### src/rtl/jk_count_sequencer_if.sv
// Command handshake between a controller (master) and the JK count sequencer (slave).
interface jk_count_sequencer_if #(
  parameter int WIDTH = 4
) ();
  logic             cmd_valid;
  logic [1:0]       cmd_op;
  logic [WIDTH-1:0] cmd_target;
  logic             cmd_ready;

  modport master (output cmd_valid, cmd_op, cmd_target, input cmd_ready);
  modport slave  (input cmd_valid, cmd_op, cmd_target, output cmd_ready);
endinterface

### src/rtl/jk_count_sequencer.sv
// Drives a bank of external JK flip-flops through load, clear and up/down
// counting commands, using the flops' Q outputs as feedback.
//
// state | meaning
// IDLE  | waiting for a command, cmd_ready=1, J/K held at 0/0
// RUN   | driving J/K each cycle until load/clear, match, abort or timeout
// DONE  | one-cycle completion pulse, err/steps valid
module jk_count_sequencer #(
  parameter int WIDTH     = 4,
  parameter int MAX_STEPS = 255
) (
  input  logic              clk,
  input  logic              preset_n,
  jk_count_sequencer_if.slave cmd,
  input  logic              en,
  input  logic              abort,
  input  logic [WIDTH-1:0]  q_in,
  output logic [WIDTH-1:0]  j_out,
  output logic [WIDTH-1:0]  k_out,
  output logic              busy,
  output logic              done,
  output logic              err,
  output logic [7:0]        steps
);

  localparam logic [1:0] OP_LOAD  = 2'b00;
  localparam logic [1:0] OP_UP    = 2'b01;
  localparam logic [1:0] OP_DOWN  = 2'b10;
  localparam logic [1:0] OP_CLEAR = 2'b11;
  localparam logic [7:0] MAX_Q    = 8'(MAX_STEPS);

  typedef enum logic [1:0] {S_IDLE, S_RUN, S_DONE} state_t;

  state_t           state_q;
  logic [1:0]       op_q;
  logic [WIDTH-1:0] target_q;
  logic [7:0]       steps_q;
  logic             err_q;
  logic             done_q;

  logic             match;
  logic             timeout;
  logic             is_count;
  logic             drive_cnt;
  logic [WIDTH-1:0] mask;
  logic             carry;

  assign match     = (q_in == target_q);
  assign timeout   = (steps_q >= MAX_Q);
  assign is_count  = (op_q == OP_UP) || (op_q == OP_DOWN);
  assign drive_cnt = (state_q == S_RUN) && is_count && !match && !abort && !timeout && en;

  // Ripple toggle mask: bit i flips when all lower bits are 1 (up) or 0 (down).
  always_comb begin
    carry = 1'b1;
    mask  = '0;
    for (int i = 0; i < WIDTH; i++) begin
      mask[i] = carry;
      carry   = carry & ((op_q == OP_DOWN) ? ~q_in[i] : q_in[i]);
    end
  end

  always_comb begin
    j_out = '0;
    k_out = '0;
    if (state_q == S_RUN && !abort) begin
      case (op_q)
        OP_LOAD: begin
          j_out = target_q;
          k_out = ~target_q;
        end
        OP_CLEAR: k_out = '1;
        default: begin
          if (drive_cnt) begin
            j_out = mask;
            k_out = mask;
          end
        end
      endcase
    end
  end

  always_ff @(posedge clk or negedge preset_n) begin
    if (!preset_n) begin
      state_q  <= S_IDLE;
      op_q     <= OP_LOAD;
      target_q <= '0;
      steps_q  <= '0;
      err_q    <= 1'b0;
      done_q   <= 1'b0;
    end else begin
      done_q <= 1'b0;
      case (state_q)
        S_IDLE: begin
          if (cmd.cmd_valid) begin
            op_q     <= cmd.cmd_op;
            target_q <= cmd.cmd_target;
            steps_q  <= '0;
            err_q    <= 1'b0;
            state_q  <= S_RUN;
          end
        end
        S_RUN: begin
          if (!is_count) begin
            if (abort) err_q <= 1'b1;
            else       steps_q <= 8'd1;
            state_q <= S_DONE;
            done_q  <= 1'b1;
          end else if (match) begin
            state_q <= S_DONE;
            done_q  <= 1'b1;
          end else if (abort || timeout) begin
            err_q   <= 1'b1;
            state_q <= S_DONE;
            done_q  <= 1'b1;
          end else if (en && steps_q != 8'hFF) begin
            steps_q <= steps_q + 8'd1;
          end
        end
        S_DONE:  state_q <= S_IDLE;
        default: state_q <= S_IDLE;
      endcase
    end
  end

  assign cmd.cmd_ready = (state_q == S_IDLE);
  assign busy          = (state_q != S_IDLE);
  assign done          = done_q;
  assign err           = err_q;
  assign steps         = steps_q;

endmodule

### src/flat_wrapper.sv
// flat-port wrapper written by rule: the top's interface ports become plain ports
module jk_count_sequencer_flat 
#(
  parameter int WIDTH     = 4,
  parameter int MAX_STEPS = 255
)
  (clk, preset_n, en, abort, q_in, j_out, k_out, busy, done, err, steps, cmd_cmd_valid, cmd_cmd_op, cmd_cmd_target, cmd_cmd_ready);
  jk_count_sequencer_if #(.WIDTH(WIDTH)) cmd_i ();
  input  logic clk;
  input  logic preset_n;
  input  logic en;
  input  logic abort;
  input  logic [WIDTH-1:0] q_in;
  output logic [WIDTH-1:0] j_out;
  output logic [WIDTH-1:0] k_out;
  output logic busy;
  output logic done;
  output logic err;
  output logic [7:0] steps;
  input wire logic [$bits(cmd_i.cmd_valid)-1:0] cmd_cmd_valid;
  input wire logic [$bits(cmd_i.cmd_op)-1:0] cmd_cmd_op;
  input wire logic [$bits(cmd_i.cmd_target)-1:0] cmd_cmd_target;
  output wire logic [$bits(cmd_i.cmd_ready)-1:0] cmd_cmd_ready;
  assign cmd_i.cmd_valid = cmd_cmd_valid;
  assign cmd_i.cmd_op = cmd_cmd_op;
  assign cmd_i.cmd_target = cmd_cmd_target;
  assign cmd_cmd_ready = cmd_i.cmd_ready;
  jk_count_sequencer #(.WIDTH(WIDTH), .MAX_STEPS(MAX_STEPS)) u_core (.clk(clk), .preset_n(preset_n), .cmd(cmd_i), .en(en), .abort(abort), .q_in(q_in), .j_out(j_out), .k_out(k_out), .busy(busy), .done(done), .err(err), .steps(steps));
endmodule
### config.mk
export PLATFORM = sky130hd
export DESIGN_NAME = jk_count_sequencer_flat
export DESIGN_NICKNAME = d
export VERILOG_FILES = /design/src/rtl/jk_count_sequencer_if.sv /design/src/rtl/jk_count_sequencer.sv /design/src/flat_wrapper.sv
export SDC_FILE = /design/constraint.sdc
export NUM_CORES = 1
export LEC_CHECK = 0
export CAP_MARGIN = 20
export CORE_UTILIZATION = 30
export DETAILED_ROUTE_END_ITERATION = 10
export GPL_ROUTABILITY_DRIVEN = 0
export GPL_TIMING_DRIVEN = 0
export PLACE_DENSITY = 0.53
export RECOVER_POWER = 50
export SLEW_MARGIN = 20
export SYNTH_ARGS = -nofsm -noshare
export SYNTH_HDL_FRONTEND = slang
export SYNTH_SLANG_ARGS = --single-unit
export TNS_END_PERCENT = 1
### constraint.sdc
create_clock -name clk -period 2.6 [get_ports clk]
set_input_delay 0.26 -clock clk [delete_from_list [all_inputs] [get_ports clk]]
set_output_delay 0.26 -clock clk [all_outputs]
set_load 0.01 [all_outputs]
* Word level (Yosys, flattened, before mapping)
Cells that the tools add are included.
** Storage, ports and cells
- Register bits after elaboration :: 18
- Bits of input ports :: 15
- Output and inout bits :: 20
- Logic and storage cells :: 78
** Operators by class
- Add/sub/neg operators :: 1
- Order comparisons :: 1
- Eq/ne operators :: 14
- Mux-type cells :: 30
- Bitwise operators :: 6
- Reduce and logical (&&, ||, !) cells :: 20
** Operators by type and width (number)
- $mux W8 :: 6
- $pmux W4 S2 :: 2
- $pmux W8 S2 :: 1
- $mux W1 :: 12
- $mux W4 :: 3
- $ne A3 B3 Y1 const B :: 4
- $add A8 B1 Y8 const B :: 1
- $ge A8 B8 Y1 const B :: 1
- $mux W2 :: 4
- $ne A8 B8 Y1 const B :: 1
- $logic_and A1 B1 Y1 :: 7
- $ne A3 B2 Y1 const B :: 2
- $reduce_and A6 Y1 :: 1
- $reduce_and A5 Y1 :: 1
- $eq A2 B1 Y1 const B :: 2
- $eq A2 B2 Y1 const B :: 2
- $eq A4 B4 Y1 :: 1
- $logic_not A2 Y1 :: 2
- $ne A4 B3 Y1 const B :: 1
- $not A4 Y4 :: 1
- $pmux W2 S2 :: 1
- $reduce_and A2 Y1 :: 2
- $reduce_bool A2 Y1 :: 2
- $logic_not A1 Y1 :: 3
- 5 further kinds :: 9

* Logic depth before layout (Yosys ltp)
- Depth after elaboration :: 10
- Depth in mapped cells :: 6

* Least setup slack after synthesis
OpenSTA, ideal clock, no wires.
- Path kind :: register -> output
- From :: register u_core.steps_q[0] (netlist: u_core.steps[0])
- To :: output port j_out[0]
- Arrival :: 1.656 ns
- Slack :: 0.684 ns
- Cell stages (with the launch flop) :: 6
- Buffers on the path :: 0
- Path through :: dfrtp_1 > ha_1 > nand4_1 > o21a_1 > a21oi_1 > nor3_1
** Between the ends
- Cells in the longest elaborated chain, start to end :: 7
** RTL lines
- from (decl) :: RTL line jk_count_sequencer.sv:37 : logic [7:0] steps_q;
- from (signal assigned) :: RTL line jk_count_sequencer.sv:117 : steps_q <= steps_q + 8'd1;
- $ge A8 B8 Y1 :: RTL line jk_count_sequencer.sv:49 : assign timeout = (steps_q >= MAX_Q);
- $logic_not A1 Y1 :: RTL line jk_count_sequencer.sv:51 : assign drive_cnt = (state_q == S_RUN) && is_count && !match && !abort && !timeout && en;
- $logic_and A1 B1 Y1 (2 in a row) :: RTL line jk_count_sequencer.sv:51
- $mux W4 :: RTL line jk_count_sequencer.sv:74 : if (drive_cnt) begin
- $pmux W4 S2 :: RTL line jk_count_sequencer.sv:67 : case (op_q)
- $mux W4 :: RTL line jk_count_sequencer.sv:66 : if (state_q == S_RUN && !abort) begin
- to (decl) :: RTL line flat_wrapper.sv:14 : output logic [WIDTH-1:0] j_out;
No other way between the ends.

* Worst setup path in the final report
Ends and elaborated chain as after synthesis.

==> flow_summary.json <==
{
  "run_status": "completed",
  "synthArstFlopShare": 1.00,
  "crit_fanout": 8,
  "synth_ff_type": "dfrtp_1",
  "die_area_um2": 4420,
  "clk_path_buf_depth": 2,
  "crit_type": "reg2out",
  "nFillCells": 391,
  "leakage_nw": 0.820,
  "vias": 1257,
  "grt-ovfl-total": 0,
  "grt_pass1_vias": 1191,
  "ys_ff_latch": 18,
  "final_layout_size_suffix_gt1_frac": 0.141,
  "dp_worst_setup_slack_ps": -146,
  "grt_max_degree": 19,
  "cp-end-kind": "output port",
  "routedWlPerCell_um": 14.6,
  "fp.dieH_um": 66.5,
  "synth_cell_type_count": 41,
  "synth_warnings": 0,
  "fin_nets": 197,
  "syn_area_per_cell_um2": 9.11,
  "drt.antenna.violating_nets": 0,
  "dp.final_hpwl_mm": 2.52,
  "rsz0062_at_grt": "false",
  "drt-initial-drc-count": 50,
  "crit_chain": "ha_2 -> nand4_1 -> o21a_4 -> a21oi_4 -> nor3_1 -> dlygate4sd2_1",
  "yosys-top-cells-count": "dfrtp_1, inv_1",
  "clock_latency_ps": 260,
  "whs_ps": 513,
  "die_w_um": 66.5,
  "setup-violations-final": 0,
  "skew_ps": 4.90,
  "synth.top_cells.by_area": "dfrtp_1, mux2_2, a211oi_1",
  "clkSinkCount": 18,
  "fin_util": 0.442,
  "portBuffers": 34,
  "grt_pass1_wl_mm": 5.29,
  "synthesis.nets": 156,
  "critPathTopFamily": "compound AO/OA/AOI/OAI gates",
  "ctsHtreeMaxLevel": 1,
  "slowest_delay_ps": 450,
  "grt_usage": 0.158,
  "fin_ws_ps": 259,
  "cts_tree": "built",
  "start_util": 0.312,
  "worstPathArrival_ps": 2080,
  "finalCriticalPeriod_ps": 2340,
  "synthMostInstantiatedCell": "dfrtp_1",
  "slowest_stage": "dfrtp_2",
  "drv_cap": 0,
  "antenna_cells": 0,
  "min_path_type": "reg2reg",
  "synthCells": 137,
  "vdd_drop_max_mv": 0.447,
  "drt-pass1-iter-count": 4,
  "yosysSeqAreaShare": 0.361,
  "finalHoldViolations": 0,
  "synth_edf_count": 0,
  "synth_area_um2": 1250,
  "worst_pin_slew_ps": 875,
  "core_area_um2": 4000,
  "routed_wirelength_mm": 3.31,
  "cts_hold_buf": 0,
  "cellPowerDensity_nw_per_um2": 953,
  "period_share": 0.900,
  "drc_errors": 0,
  "drv_slew": 0,
  "placed_cells": 221,
  "yosysTopAreaCell": "dfrtp_1",
  "io_pins": 35,
  "critPathRequiredTime_ps": 2340,
  "area_growth_pct": 41.6,
  "clk_pin_slew_worst_paths_ps": 70,
  "rows": 23,
  "start_kind": "register",
  "max_freq_ghz": 0.427,
  "stdcell_count": 227,
  "slew_headroom": 0.415,
  "antenna_found_initial": 0,
  "root_buffer": "clkbuf_8",
  "p_total_mw": 1.68,
  "worst-path-buf-inv": 1,
  "via_per_inst": 5.54,
  "synth_top_area_share": 0.361,
  "cts_buffers": 3
}
-- stage by stage --
step | instance area, µm² | setup TNS [ps]
global placement | 1650 | -496
global route | 1770 | 0
floorplan | 1250 | 0
detailed placement | 1650 | -909
CTS | 1720 | 0
finish | 1770 | 0
-- flip-flops by register name, summed over array words and instances (netlist names) --
name / flops
u_core.err: 1
u_core.steps: 8
u_core.state_q: 2
u_core.target_q: 4
u_core.op_q: 2
u_core.done: 1
-- path summary, 6_finish.rpt --
kind / start / to / slack (ps) / cells after the start
worst max-delay path: u_core.steps[0] / j_out[0] / 260 / 6
worst min-delay path: u_core.err / u_core.err / 510 / 2
worst max register to register: u_core.op_q[1] / u_core.steps[7] / 440 / 6
worst min register to register: u_core.err / u_core.err / 510 / 2
max in group asynchronous: preset_n / u_core.steps[1] / 1450 / 1
min in group asynchronous: preset_n / u_core.steps[6] / 550 / 1
-- cell type report --
class	instances	area, µm²	area share
buffer	4	21.3	0.0120
clock buffer	4	55.1	0.0312
inverter	8	30.0	0.0170
multi-input combinational	107	773	0.438
sequential	18	453	0.256
tap	50	62.6	0.0354
timing repair buffer	36	372	0.210
-- cell families after synthesis --
kind of cell               synth area share
buffers and inverters                0.0381
muxes                                0.0542
and+or+nand+nor                       0.229
AOI/OAI and AO/OA                     0.243
adders and majority gates            0.0401
xor gates and xnor gates             0.0351
DFF                                   0.361
-- what timing repair did --
item                       in CTS  in global routing
buffers inserted                0                  2
resized for setup               8                 11
setup endpoints to repair       8                  7
pin swaps                       0                  3
-- tightest hold or removal path, cell delays in order (launching register included) --
cell	delay, ps
dfrtp_1	360
nand2_1	60
o31ai_1	70
-- power by group --
part,internal (mW),switching [mW],total (mW)
registers,0.374,0.106,0.480
clock network,0.135,0.102,0.237
logic,0.434,0.534,0.968
-- layout by cell type, fill, tap and decap left out, drive strengths merged, types with 2 or more instances in the layout --
master,count
buf,3
clkdlybuf4s50,21
mux2,6
o211ai,3
o21ai,7
xnor2,4
ha,4
a21oi,7
o21a,2
dfrtp,18
a211oi,7
nand4,6
nor2b,4
nor3,6
nor2,6
inv,8
a31oi,7
and3b,3
nand2,6
nand3,7
dlygate4sd3,5
and4b,2
clkbuf,7
nand2b,2
and3,2
dlymetal6s2s,7
-- routing by layer --
metal,vias to the layer above,share of wire,GRT usage
li1,611,-,-
met5,-,0,0
met2,38,0.47,0.268
met3,5,0.052,0.0325
met1,603,0.46,0.197
met4,0,0.011,0.0505
(Power assumes the default switching activity.)
